==> config.mk <==
export PLATFORM = sky130hd
export DESIGN_NAME = cbd_stream_ctrl_flat
export DESIGN_NICKNAME = d
export VERILOG_FILES = /design/src/rtl/kyber_pkg.sv /design/src/rtl/cbd_stream_ctrl_if.sv /design/src/rtl/cbd_coeff.sv /design/src/rtl/cbd_stream_ctrl.sv /design/src/flat_wrapper.sv
export SDC_FILE = /design/constraint.sdc
export NUM_CORES = 1
export LEC_CHECK = 0
export ABC_AREA = 1
export ABC_CLOCK_PERIOD_IN_PS = 2610
export BUFFER_PORTS_ARGS = -buffer_cell sky130_fd_sc_hd__buf_2
export CORE_ASPECT_RATIO = 1.2
export CORE_MARGIN = 5
export CORE_UTILIZATION = 45
export CTS_CLUSTER_DIAMETER = 30
export DETAILED_ROUTE_END_ITERATION = 12
export PLACE_DENSITY = 0.61
export SLEW_MARGIN = 30
export SYNTH_ARGS = -nofsm -noshare
export SYNTH_HDL_FRONTEND = slang
export SYNTH_SLANG_ARGS = --single-unit
==> constraint.sdc <==
create_clock -name clk -period 2.61 [get_ports clk]
set_input_delay 0.261 -clock clk [delete_from_list [all_inputs] [get_ports clk]]
set_output_delay 0.261 -clock clk [all_outputs]
set_load 0.01 [all_outputs]
==> src/rtl/kyber_pkg.sv <==
// Shared Kyber constants and types for the CBD sampler.
//   KYBER_N        : coefficients per polynomial
//   eta_e          : centred-binomial parameter select (ETA2 / ETA3)
//   BYTES_ETA2/3   : PRF bytes consumed per job (64*eta)
//   cbd_state_t    : controller FSM state encoding
package kyber_pkg;
    localparam int KYBER_N    = 256;
    localparam int BYTES_ETA2 = 128;
    localparam int BYTES_ETA3 = 192;

    typedef enum logic {ETA2 = 1'b0, ETA3 = 1'b1} eta_e;

    typedef logic [1:0] cbd_state_t;
    localparam cbd_state_t ST_IDLE = 2'd0;
    localparam cbd_state_t ST_RUN  = 2'd1;
    localparam cbd_state_t ST_DONE = 2'd2;

    function automatic logic [7:0] bytes_per_job(eta_e eta);
        return (eta == ETA3) ? 8'(BYTES_ETA3) : 8'(BYTES_ETA2);
    endfunction

    // Stream bits consumed per coefficient (2*eta).
    function automatic logic [4:0] bits_per_coeff(eta_e eta);
        return (eta == ETA3) ? 5'd6 : 5'd4;
    endfunction
endpackage

==> src/rtl/cbd_stream_ctrl_if.sv <==
// Byte-in / coefficient-out stream bundle of the CBD sampler.
//   in_valid/in_ready/in_byte        : PRF byte stream into the sampler
//   out_valid/out_ready/out_coeff/out_index : coefficient stream out
// master = environment side, slave = sampler side.
interface cbd_stream_ctrl_if;
    logic              in_valid;
    logic              in_ready;
    logic [7:0]        in_byte;
    logic              out_valid;
    logic              out_ready;
    logic signed [2:0] out_coeff;
    logic [7:0]        out_index;

    modport master (
        output in_valid, in_byte, out_ready,
        input  in_ready, out_valid, out_coeff, out_index
    );
    modport slave (
        input  in_valid, in_byte, out_ready,
        output in_ready, out_valid, out_coeff, out_index
    );
endinterface

==> src/rtl/cbd_coeff.sv <==
// Combinational CBD sample: popcount of the low eta bits minus popcount of
// the next eta bits.
//   bits  : lowest 6 bits of the stream buffer (bit 0 oldest)
//   eta   : ETA2 uses bits[3:0], ETA3 uses bits[5:0]
//   coeff : signed result in -eta..+eta
module cbd_coeff
    import kyber_pkg::*;
(
    input  logic [5:0]        bits,
    input  eta_e              eta,
    output logic signed [2:0] coeff
);
    logic [2:0] pa, pb;

    always_comb begin
        pa = 3'd0;
        pb = 3'd0;
        if (eta == ETA3) begin
            pa = {2'b0, bits[0]} + {2'b0, bits[1]} + {2'b0, bits[2]};
            pb = {2'b0, bits[3]} + {2'b0, bits[4]} + {2'b0, bits[5]};
        end else begin
            pa = {2'b0, bits[0]} + {2'b0, bits[1]};
            pb = {2'b0, bits[2]} + {2'b0, bits[3]};
        end
        // Both operands are <= 3, so the 3-bit wrap is the exact signed difference.
        coeff = signed'(pa - pb);
    end
endmodule

==> src/rtl/cbd_stream_ctrl.sv <==
// CBD stream controller: turns a PRF byte stream into N_COEFF centred
// binomial samples per job.
//   clk, reset (async, active low)
//   start   : job request, honoured only in IDLE
//   eta_sel : 0 -> eta=2, 1 -> eta=3, latched at start
//   abort   : cancels a running job, no done pulse
//   s       : byte/coefficient stream bundle (slave side)
//   busy    : job running
//   done    : one-cycle pulse after the last coefficient handshake
module cbd_stream_ctrl
    import kyber_pkg::*;
#(
    parameter int N_COEFF = KYBER_N
) (
    input  logic               clk,
    input  logic               reset,
    input  logic               start,
    input  logic               eta_sel,
    input  logic               abort,
    cbd_stream_ctrl_if.slave   s,
    output logic               busy,
    output logic               done
);
    cbd_state_t  state;
    eta_e        eta_q;
    logic [15:0] bitbuf;
    logic [4:0]  fill;
    logic [7:0]  byte_cnt;
    logic [7:0]  idx;

    logic        run, in_fire, out_fire, last;
    logic [4:0]  need, fill_sh, fill_nxt;
    logic [15:0] buf_sh, buf_nxt;

    cbd_coeff u_coeff (
        .bits  (bitbuf[5:0]),
        .eta   (eta_q),
        .coeff (s.out_coeff)
    );

    always_comb begin
        run         = (state == ST_RUN);
        need        = bits_per_coeff(eta_q);
        // fill<=8 guarantees an incoming byte fits in the 16-bit buffer.
        s.in_ready  = run && (fill <= 5'd8) && (byte_cnt < bytes_per_job(eta_q));
        s.out_valid = run && (fill >= need);
        s.out_index = idx;
        in_fire     = s.in_valid && s.in_ready;
        out_fire    = s.out_valid && s.out_ready;
        last        = (idx == 8'(N_COEFF - 1));

        // Consume first, then append the new byte right above what remains.
        fill_sh  = out_fire ? (fill - need) : fill;
        buf_sh   = out_fire ? (bitbuf >> need) : bitbuf;
        buf_nxt  = in_fire ? (buf_sh | ({8'd0, s.in_byte} << fill_sh)) : buf_sh;
        fill_nxt = in_fire ? (fill_sh + 5'd8) : fill_sh;

        busy = run;
        done = (state == ST_DONE);
    end

    always_ff @(posedge clk or negedge reset) begin
        if (!reset) begin
            state    <= ST_IDLE;
            eta_q    <= ETA2;
            bitbuf   <= '0;
            fill     <= '0;
            byte_cnt <= '0;
            idx      <= '0;
        end else begin
            case (state)
                ST_IDLE: begin
                    if (start) begin
                        state    <= ST_RUN;
                        eta_q    <= eta_e'(eta_sel);
                        bitbuf   <= '0;
                        fill     <= '0;
                        byte_cnt <= '0;
                        idx      <= '0;
                    end
                end
                ST_RUN: begin
                    if (abort) begin
                        state    <= ST_IDLE;
                        bitbuf   <= '0;
                        fill     <= '0;
                        byte_cnt <= '0;
                        idx      <= '0;
                    end else begin
                        bitbuf <= buf_nxt;
                        fill   <= fill_nxt;
                        if (in_fire)
                            byte_cnt <= byte_cnt + 8'd1;
                        if (out_fire) begin
                            idx <= idx + 8'd1;
                            if (last)
                                state <= ST_DONE;
                        end
                    end
                end
                ST_DONE: state <= ST_IDLE;
                default: state <= ST_IDLE;
            endcase
        end
    end
endmodule

==> src/flat_wrapper.sv <==
// flat-port wrapper written by rule: the top's interface ports become plain ports
module cbd_stream_ctrl_flat import kyber_pkg::*;
#(
    parameter int N_COEFF = KYBER_N
)
  (clk, reset, start, eta_sel, abort, busy, done, s_in_valid, s_in_byte, s_out_ready, s_in_ready, s_out_valid, s_out_coeff, s_out_index);
  cbd_stream_ctrl_if s_i ();
  input  logic clk;
  input  logic reset;
  input  logic start;
  input  logic eta_sel;
  input  logic abort;
  output logic busy;
  output logic done;
  input wire logic [$bits(s_i.in_valid)-1:0] s_in_valid;
  input wire logic [$bits(s_i.in_byte)-1:0] s_in_byte;
  input wire logic [$bits(s_i.out_ready)-1:0] s_out_ready;
  output wire logic [$bits(s_i.in_ready)-1:0] s_in_ready;
  output wire logic [$bits(s_i.out_valid)-1:0] s_out_valid;
  output wire logic [$bits(s_i.out_coeff)-1:0] s_out_coeff;
  output wire logic [$bits(s_i.out_index)-1:0] s_out_index;
  assign s_i.in_valid = s_in_valid;
  assign s_i.in_byte = s_in_byte;
  assign s_i.out_ready = s_out_ready;
  assign s_in_ready = s_i.in_ready;
  assign s_out_valid = s_i.out_valid;
  assign s_out_coeff = s_i.out_coeff;
  assign s_out_index = s_i.out_index;
  cbd_stream_ctrl #(.N_COEFF(N_COEFF)) u_core (.clk(clk), .reset(reset), .start(start), .eta_sel(eta_sel), .abort(abort), .s(s_i), .busy(busy), .done(done));
endmodule
; ---- Yosys cells after proc, flatten, opt, wreduce, memory -nomap -nowiden
; Index checks and enable logic that the tools add are counted.
[totals]
regBits = 40
wordCells = 67
[op_classes]
add_sub_neg = 10
n_lt_le_gt_ge = 3
eq_ne = 7
shifts = 2
muxes = 26
n_bitwise = 1
reduce_logical = 12
[ops]
columns = op, n
row1 = 16-bit 2-to-1 mux, 4
row2 = 8-bit 2-to-1 mux, 5
row3 = 16-bit case mux with 2 select lines, 1
row4 = 8-bit case mux with 2 select lines, 2
row5 = 5-bit 2-to-1 mux, 4
row6 = "8-bit by 1-bit adder with 8-bit output, second input constant", 2
row7 = 16-bit OR, 1
row8 = 8-bit by 5-bit left shift with 16-bit output, 1
row9 = 16-bit by 5-bit right shift with 16-bit output, 1
row10 = 2-bit 2-to-1 mux, 5
row11 = 5-bit case mux with 2 select lines, 1
row12 = "3-bit by 2-bit != test with 1-bit output, second input constant", 3
row13 = 3-bit AND reduction, 3
row14 = "8-bit == test, second input constant", 1
row15 = 8-bit less-than comparator, 1
row16 = 7-bit 2-to-1 mux, 1
row17 = 1-bit by 1-bit adder with 2-bit output, 3
row18 = 3-bit 2-to-1 mux, 2
row19 = "5-bit by 4-bit adder with 5-bit output, second input constant", 1
row20 = 5-bit greater-or-equal comparator, 1
row21 = "5-bit by 4-bit less-or-equal comparator with 1-bit output, second input constant", 1
row22 = 1-bit logical AND, 5
row23 = 5-bit subtractor, 1
row24 = 2-bit case mux with 2 select lines, 1
row25 = 9 further kinds, 10

; ---- Logic depth before layout (Yosys ltp)
; Gate-level depths: netlist (run 1).
[depth]
word_depth = 10
mapped_depth = 17
mapped_depth_nobuf = 17

; ---- Cells and area by module
; Synthesis (run 1) repeated with hierarchy kept, for this count alone.
[hier_totals]
cells_unflattened = 428
area_unflattened_um2 = 2919.0
[by_module_without_submodules]
columns = module, n_inst, cells_per_inst, area_per_inst_um2, seq_area_each_um2
row1 = cbd_stream_ctrl, 1, 394, 2681.3, 975.9
row2 = cbd_coeff, 1, 34, 237.7, 0.0

; ---- Worst setup path after synthesis (run 1)
; Ideal clock, no wire load.
[synth_path]
kind = reg-to-output
from = register u_core.eta_q
to = output s_out_coeff[2]
arrival_ns = 2.123
required_time_ns = 2.349
setup_slack_ns = 0.226
stages_incl_launch_ff = 7
path_buffers = 2
cell_sequence = dfrtp_1 -> clkbuf_1 -> clkbuf_1 -> mux2_2 -> ha_1 -> fa_1 -> xnor2_1
[synth_between]
elab_chain_len = 2
[synth_rtl]
columns = item, line_no
row1 = start: declaration, cbd_stream_ctrl.sv:25  ; eta_e eta_q;
row2 = start signal: assignment, cbd_stream_ctrl.sv:75  ; eta_q <= eta_e'(eta_sel);
row3 = 3-bit 2-to-1 mux, cbd_coeff.sv:18  ; if (eta == ETA3) begin
row4 = 3-bit subtractor (*), cbd_coeff.sv:26  ; coeff = signed'(pa - pb);
row5 = end: declaration, flat_wrapper.sv:20  ; output wire logic [$bits(s_i.out_coeff)-1:0] s_out_coeff;
; Every way passes the cells marked *; elsewhere a longest branch is shown, timed or not.

; ---- Worst setup path after layout (run 1)
[layout_path]
from = register u_core.bitbuf[4]
to = output s_out_coeff[2]
[layout_between]
elab_chain_len = 4
[layout_rtl]
columns = item, line_no
row1 = start: declaration, cbd_stream_ctrl.sv:26  ; logic [15:0] bitbuf;
row2 = start signal: assignment, cbd_stream_ctrl.sv:90  ; bitbuf <= buf_nxt;
row3 = 1-bit by 1-bit adder with 2-bit output, cbd_coeff.sv:20  ; pb = {2'b0, bits[3]} + {2'b0, bits[4]} + {2'b0, bits[5]};
row4 = 2-bit by 1-bit adder with 3-bit output, cbd_coeff.sv:20
row5 = 3-bit 2-to-1 mux, cbd_coeff.sv:18
row6 = 3-bit subtractor, cbd_coeff.sv:26
; Every way passes these cells.

==> flow_metrics.py, run 1 <==
metrics = {
    "outcome": {
        "status": "completed",
    },
    "cells_and_area": {
        "final_util_pct": 50.5,
        "stdcell_count": 504,
        "antenna_cells": 0,
        "nFillCells": 685,
        "final_cell_mix": "nand2_1 (107), inv_1 (43), dfrtp_1 (39)",
        "fin_nets": 445,
        "area_growth_pct": 11.1,
        "drive_gt1_share_pct": 16.9,
        "layout_commonest_cell": "nand2_1",
    },
    "grt": {
        "grt_overflow": 0,
        "gr-usage-all-layers_pct": 18.3,
        "grt_pass1_wl_mm": 12.2,
        "grt_pass1_vias": 2575,
        "grt_max_degree": 40,
        "grt_antenna_before_repair": 0,
    },
    "timing": {
        "rsz0062_at_grt": "no",
        "setup_viol": 0,
        "fmax_mhz": 396,
        "whs_ns": 0.202,
        "hold_viol": 0,
        "layout_min_cycle_time_ns": 2.53,
        "tns_ns": 0,
        "slew_viol_final": 0,
        "post-route-period-util_pct": 96.8,
        "fin_skew_ns": 0.00763,
        "maxSlewHeadroom_pct": 65.6,
        "tightest_slew_ns": 0.515,
        "fin_ws_ns": 0.0827,
    },
    "yosys": {
        "ys_ff_latch": 39,
        "syn-cell-area_um2": 2870,
        "syn_area_per_cell_um2": 7.43,
        "netlist_instances": 387,
        "synth_warnings": 0,
        "synth_top_area_share_pct": 34.0,
        "synthesis.nets": 414,
        "yosys.cell_types.count": 42,
        "yosys.area.top_type": "dfrtp_1",
        "synth.area.top_cells": "dfrtp_1 (34%), nand2_1 (14%), inv_1 (5.6%)",
        "yosysSeqAreaShare_pct": 34.0,
    },
    "setup_path": {
        "path_max_fanout": 4,
        "worstPathRequired_ns": 2.35,
        "r2r-end": "u_core.bitbuf[2]",
        "reg2regPathDepth": 14,
        "worst_ep_arrival_time_ns": 2.27,
        "start_kind": "flip-flop",
        "r2r-start": "u_core.fill[1]",
        "r2r_setup_slack_ns": 0.27,
        "criticalPathCategory": "reg -> out",
        "end_kind": "output pin",
    },
    "drt": {
        "ant_nets": 0,
        "avgRoutedWirePerCell_um": 14.0,
        "drt-initial-drc-count": 133,
        "vias": 2632,
        "route.detailed.drc": 0,
        "drt-total-wl_mm": 7.06,
        "viasPerCell": 5.22,
        "drt_first_pass_iters": 4,
    },
    "place": {
        "place_congestion": 0.901,
        "dp_hpwl_mm": 5.30,
        "place_inst": 494,
        "preCtsSetupSlack_ns": 0.284,
        "portBuffers": 29,
    },
    "die": {
        "initial_core_util_pct": 45.4,
        "io_pins": 30,
        "dieHeight_um": 97.5,
        "die-width_um": 83.0,
        "dieArea_um2": 8090,
        "core_region_area_um2": 6330,
        "placementRows": 32,
    },
    "cts": {
        "htreeDepth": 2,
        "cts-root-buf": "clkbuf_8",
        "clock_path_buffers": 2,
        "clock_latency_ns": 0.29,
        "clkTransAtPathRegs_ns": 0.08,
        "cts_sinks": 39,
        "cts_tree": "done",
        "cts_buffers": 5,
    },
    "worst_hold_path": {
        "min_to": "u_core.eta_q",
        "min_path_cells": 2,
        "hold_class": "in -> reg",
        "hold_start": "eta_sel",
    },
    "job": {
        "maxCapViolCount": 0,
    },
    "pwr": {
        "p_per_area_nw_per_um2": 1040,
        "p_leak_nw": 1.59,
        "ir_drop_uv": 435,
    },
}
power breakdown:
part / internal, W / switching (W)
clock: 0.000188 / 0.000216
combinational: 0.000685 / 0.00135
sequential: 0.000750 / 0.000139
total: 0.00162 / 0.00171
how the worst max path moves through the flow:
stage	from	endpoint	slack, ns	cells past startpoint
final	u_core.bitbuf[4]	s_out_coeff[2]	0.08	6
after global placement	u_core.fill[1]	u_core.bitbuf[2]	0.32	14
after CTS	u_core.bitbuf[4]	s_out_coeff[2]	0.03	6
after global routing	u_core.bitbuf[3]	s_out_coeff[2]	0.0002	6
after floorplan	u_core.eta_q	s_out_coeff[2]	0.23	6
after detailed placement	u_core.fill[1]	u_core.bitbuf[2]	0.28	14
sequential cells by signal (all words and copies together) (netlist names):
register / cells
u_core.byte_cnt: 8
u_core.state: 2
u_core.fill: 4
u_core.eta_q: 1
u_core.bitbuf: 16
u_core.s.out_index: 8
worst max-delay path, stage by stage (launching register included):
cell     delay (ns)
dfrtp_1        0.43
fa_1           0.45
mux2_2         0.27
ha_2           0.17
fa_1           0.37
xnor2_1        0.13
buf_2          0.14
synth_stat cells (all sizes together):
library cell    n
o211ai         10
o21a            1
a21oi          14
mux2i           2
xnor2           1
nor2           29
o22ai           4
a2bb2oi         1
nand3b          4
ha              9
inv            49
a21boi          2
buf             5
clkinv          1
mux2            3
xor2            2
fa              3
a31oi           1
nor3            9
o21ai          34
o21bai          1
nand4           6
dfrtp          39
and3            1
nand3          34
clkbuf          5
nand2         117
routing by layer:
metal	wire length (µm)	track usage [%]	vias to the layer above
li1	-	-	1334
met1	3200	23.5	1235
met2	3430	30.3	55
met3	314	4.33	8
met4	109	6.16	0
met5	0	0	-
cells by family after synthesis:
logic type	count (synthesis)	share of synthesized area [%]
DFF	39	34.0
adders and majority gates	12	6.01
AOI/OAI and AO/OA	68	13.8
and+or+nand+nor	200	34.7
buffers and inverters	60	8.75
muxes	5	1.87
xor gates and xnor gates	3	0.914
what timing repair did:
item                                    CTS  global route
hold endpoints to repair                  0            39
gates cloned                              0             0
endpoints found under the setup margin    1             2
pin swaps                                 0             1
hold buffers                              0             1
gates resized for setup                   0             1
buffers inserted                          1             0
final cells by class:
| class | count | area [µm²] | share of cell area [%] |
|---|---|---|---|
| Clock buffer | 7 | 76.3 | 2.39 |
| Clock inverter | 1 | 5.00 | 0.157 |
| Inverter | 50 | 193 | 6.03 |
| Multi-Input combinational cell | 288 | 1650 | 51.6 |
| Sequential cell | 39 | 976 | 30.6 |
| Tap cell | 85 | 106 | 3.33 |
| Timing Repair Buffer | 34 | 188 | 5.88 |
metrics by stage:
stage / cell area (µm²) / total power, W
6_report: 3190 / 0.00333
3_5_place_dp: 3090 / 0.00294
5_1_grt: 3190 / 0.00367
3_3_place_gp: 3090 / 0.00292
2_1_floorplan: 2870 / 0.00243
4_1_cts: 3180 / 0.00336
(Power assumes the default switching activity.)
==> inputs of run 2 (changes only) <==
Settings changed: CTS_CLUSTER_SIZE set to 8, SYNTH_HIERARCHICAL set to 1.
==> run 2 against run 1 <==
Fmax shrank 0.39%. Clock skew is 0.0018 ns lower. Largest cell class unchanged. Sequential share of layout area down 1.4 points. Final area rose by 5.0%.
==> flow_metrics.py, run 2 <==
metrics = {
    "outcome": {
        "status": "completed",
    },
    "place": {
        "place_congestion": 0.899,
        "dp_hpwl_mm": 5.70,
        "portBuffers": 29,
        "dpl_cell_area_um2": 3130,
    },
    "drt": {
        "drt_first_pass_iters": 5,
        "avgRoutedWirePerCell_um": 13.9,
        "drt-initial-drc-count": 191,
        "vias": 2872,
        "ant_nets": 0,
        "drt-total-wl_mm": 7.69,
        "viasPerCell": 5.17,
        "route.detailed.drc": 0,
    },
    "grt": {
        "grt_overflow": 0,
        "gr-usage-all-layers_pct": 19.0,
        "grt_pass1_wl_mm": 12.9,
        "grt_max_degree": 40,
        "grt_pass1_vias": 2716,
        "grt_antenna_before_repair": 0,
    },
    "yosys": {
        "yosys.area.top_type": "dfrtp_1",
        "yosys-top-cells-count": "nand2_1 (139), inv_1 (57), dfrtp_1 (39), o21ai_0 (36), nand3_1 (31)",
        "yosysSeqAreaShare_pct": 33.4,
        "ys_async_sr_fraction_pct": 100,
        "synth_top_area_share_pct": 33.4,
        "syn_area_per_cell_um2": 6.82,
        "synth_warnings": 6,
        "ys_ff_latch": 39,
        "synthesis.nets": 455,
        "yosys.cell_types.count": 33,
        "synth_edf_count": 0,
        "syn-cell-area_um2": 2920,
        "netlist_instances": 428,
        "synth.most_common_cell": "nand2_1",
        "synth.area.top_cells": "dfrtp_1 (33%), nand2_1 (18%), inv_1 (7.3%)",
        "ys.flop_type": "dfrtp_1",
    },
    "cts": {
        "htreeDepth": 2,
        "clock_path_buffers": 2,
        "cts_sinks": 39,
        "cts-root-buf": "clkbuf_8",
        "cts_buffers": 5,
        "cts_tree": "done",
        "clkTransAtPathRegs_ns": 0.08,
        "clock_latency_ns": 0.30,
    },
    "timing": {
        "hold_viol": 0,
        "fin_skew_ns": 0.00578,
        "tightest_slew_ns": 0.527,
        "rsz0062_at_grt": "yes",
        "whs_ns": 0.238,
        "fmax_mhz": 394,
        "setup_viol": 0,
        "post-route-period-util_pct": 97.2,
        "layout_min_cycle_time_ns": 2.54,
        "slew_viol_final": 0,
        "maxSlewHeadroom_pct": 64.9,
    },
    "pwr": {
        "ir_drop_uv": 481,
        "p_per_area_nw_per_um2": 1150,
        "finalPower_w": 0.00385,
        "p_leak_nw": 1.74,
    },
    "setup_path": {
        "worstPathRequired_ns": 2.35,
        "worst_ep_arrival_time_ns": 2.28,
        "criticalPathCategory": "reg -> out",
        "start_kind": "flip-flop",
        "path_max_fanout": 3,
        "end_kind": "output pin",
    },
    "cells_and_area": {
        "final_cell_mix": "nand2_1 (138), inv_1 (52), dfrtp_1 (38)",
        "layout_commonest_cell": "nand2_1",
        "final_area_um2": 3350,
        "drive_gt1_share_pct": 20.2,
        "fin_nets": 496,
        "area_growth_pct": 14.8,
        "antenna_cells": 0,
        "largest_reg_flops": 16,
        "regMostFlops": "u_core/bitbuf",
    },
    "die": {
        "dieHeight_um": 98.2,
        "core_region_area_um2": 6370,
        "placementRows": 32,
        "dieArea_um2": 8200,
        "initial_core_util_pct": 45.9,
        "die-width_um": 83.5,
        "io_pins": 30,
    },
    "job": {
        "maxCapViolCount": 0,
    },
    "worst_hold_path": {
        "hold_class": "in -> reg",
    },
}
run 2: layout make-up:
| class | count | area, µm² |
|---|---|---|
| fillers | 636 | 3010 |
| multi-input cells | 314 | 1660 |
| flip-flops and latches | 39 | 977 |
| repair buffers | 44 | 269 |
| inverters | 65 | 246 |
| well taps | 85 | 106 |
| clock buffers | 5 | 68.8 |
| clock inverters | 3 | 20.0 |
run 2: worst max-delay path, cell delays in order (launching register included):
cell and delay (ns):
dfrtp_1 0.39, inv_2 0.05, fa_1 0.53, nand2_1 0.07, o21ai_2 0.08, ha_2 0.19
inv_2 0.04, fa_2 0.52, buf_6 0.10
run 2: logic make-up after synthesis:
group / Yosys count / share of synthesized area (%)
AOI/OAI and AO/OA: 70 / 13.1
xor gates and xnor gates: 3 / 0.900
adders and majority gates: 12 / 5.92
buffers and inverters: 76 / 10.5
DFF: 39 / 33.4
muxes: 3 / 1.16
and+or+nand+nor: 225 / 34.9
run 2: worst paths after layout:
kind                                       start                     to  slack (ns)  cells past startpoint
setup / recovery                u_core/bitbuf[0]         s_out_coeff[1]        0.07                      8
min in group asynchronous                  reset     u_core/byte_cnt[2]        0.48                      2
max in group asynchronous                  reset       u_core/bitbuf[3]        1.73                      2
hold / removal                           eta_sel           u_core/eta_q        0.24                      2
setup reg to reg                  u_core/fill[1]      u_core/bitbuf[10]        0.18                     16
hold reg to reg            u_core/s.out_index[7]  u_core/s.out_index[7]        0.50                      1
run 2: what timing repair did:
item / 4_1_cts / 5_1_grt
gates resized for setup: 0 / 13
endpoints found under the hold margin: 0 / 39
endpoints found under the setup margin: 0 / 22
buffers inserted: 0 / 11
hold buffers: 0 / 1
run 2: power breakdown:
part | internal, W | total, W | switching, W | leakage [nW]
clock | 0.000186 | 0.000419 | 0.000233 | 0.0402
sequential | 0.000730 | 0.000846 | 0.000116 | 0.531
combinational | 0.000890 | 0.00258 | 0.00169 | 1.17
run 2: per-stage QoR:
step	util [%]	std cells	TNS [ns]	setup WS [ns]
5_1_grt	52.7	555	-0.0711	-0.0288
2_1_floorplan	-	428	0	0.553
3_5_place_dp	49.2	534	0	0.130
6_report	52.7	555	0	0.0729
4_1_cts	50.6	542	0	0.00287
3_3_place_gp	49.2	534	0	0.196
run 2: routing by layer:
metal	vias to the layer above	GRT usage [%]	wire length (µm)	part of all wire, %
met1	1342	24.9	3470	45
met3	8	3.38	364	4.7
met5	-	0	0	0
met4	0	4.46	82	1.1
met2	80	32.7	3780	49
li1	1442	-	-	-
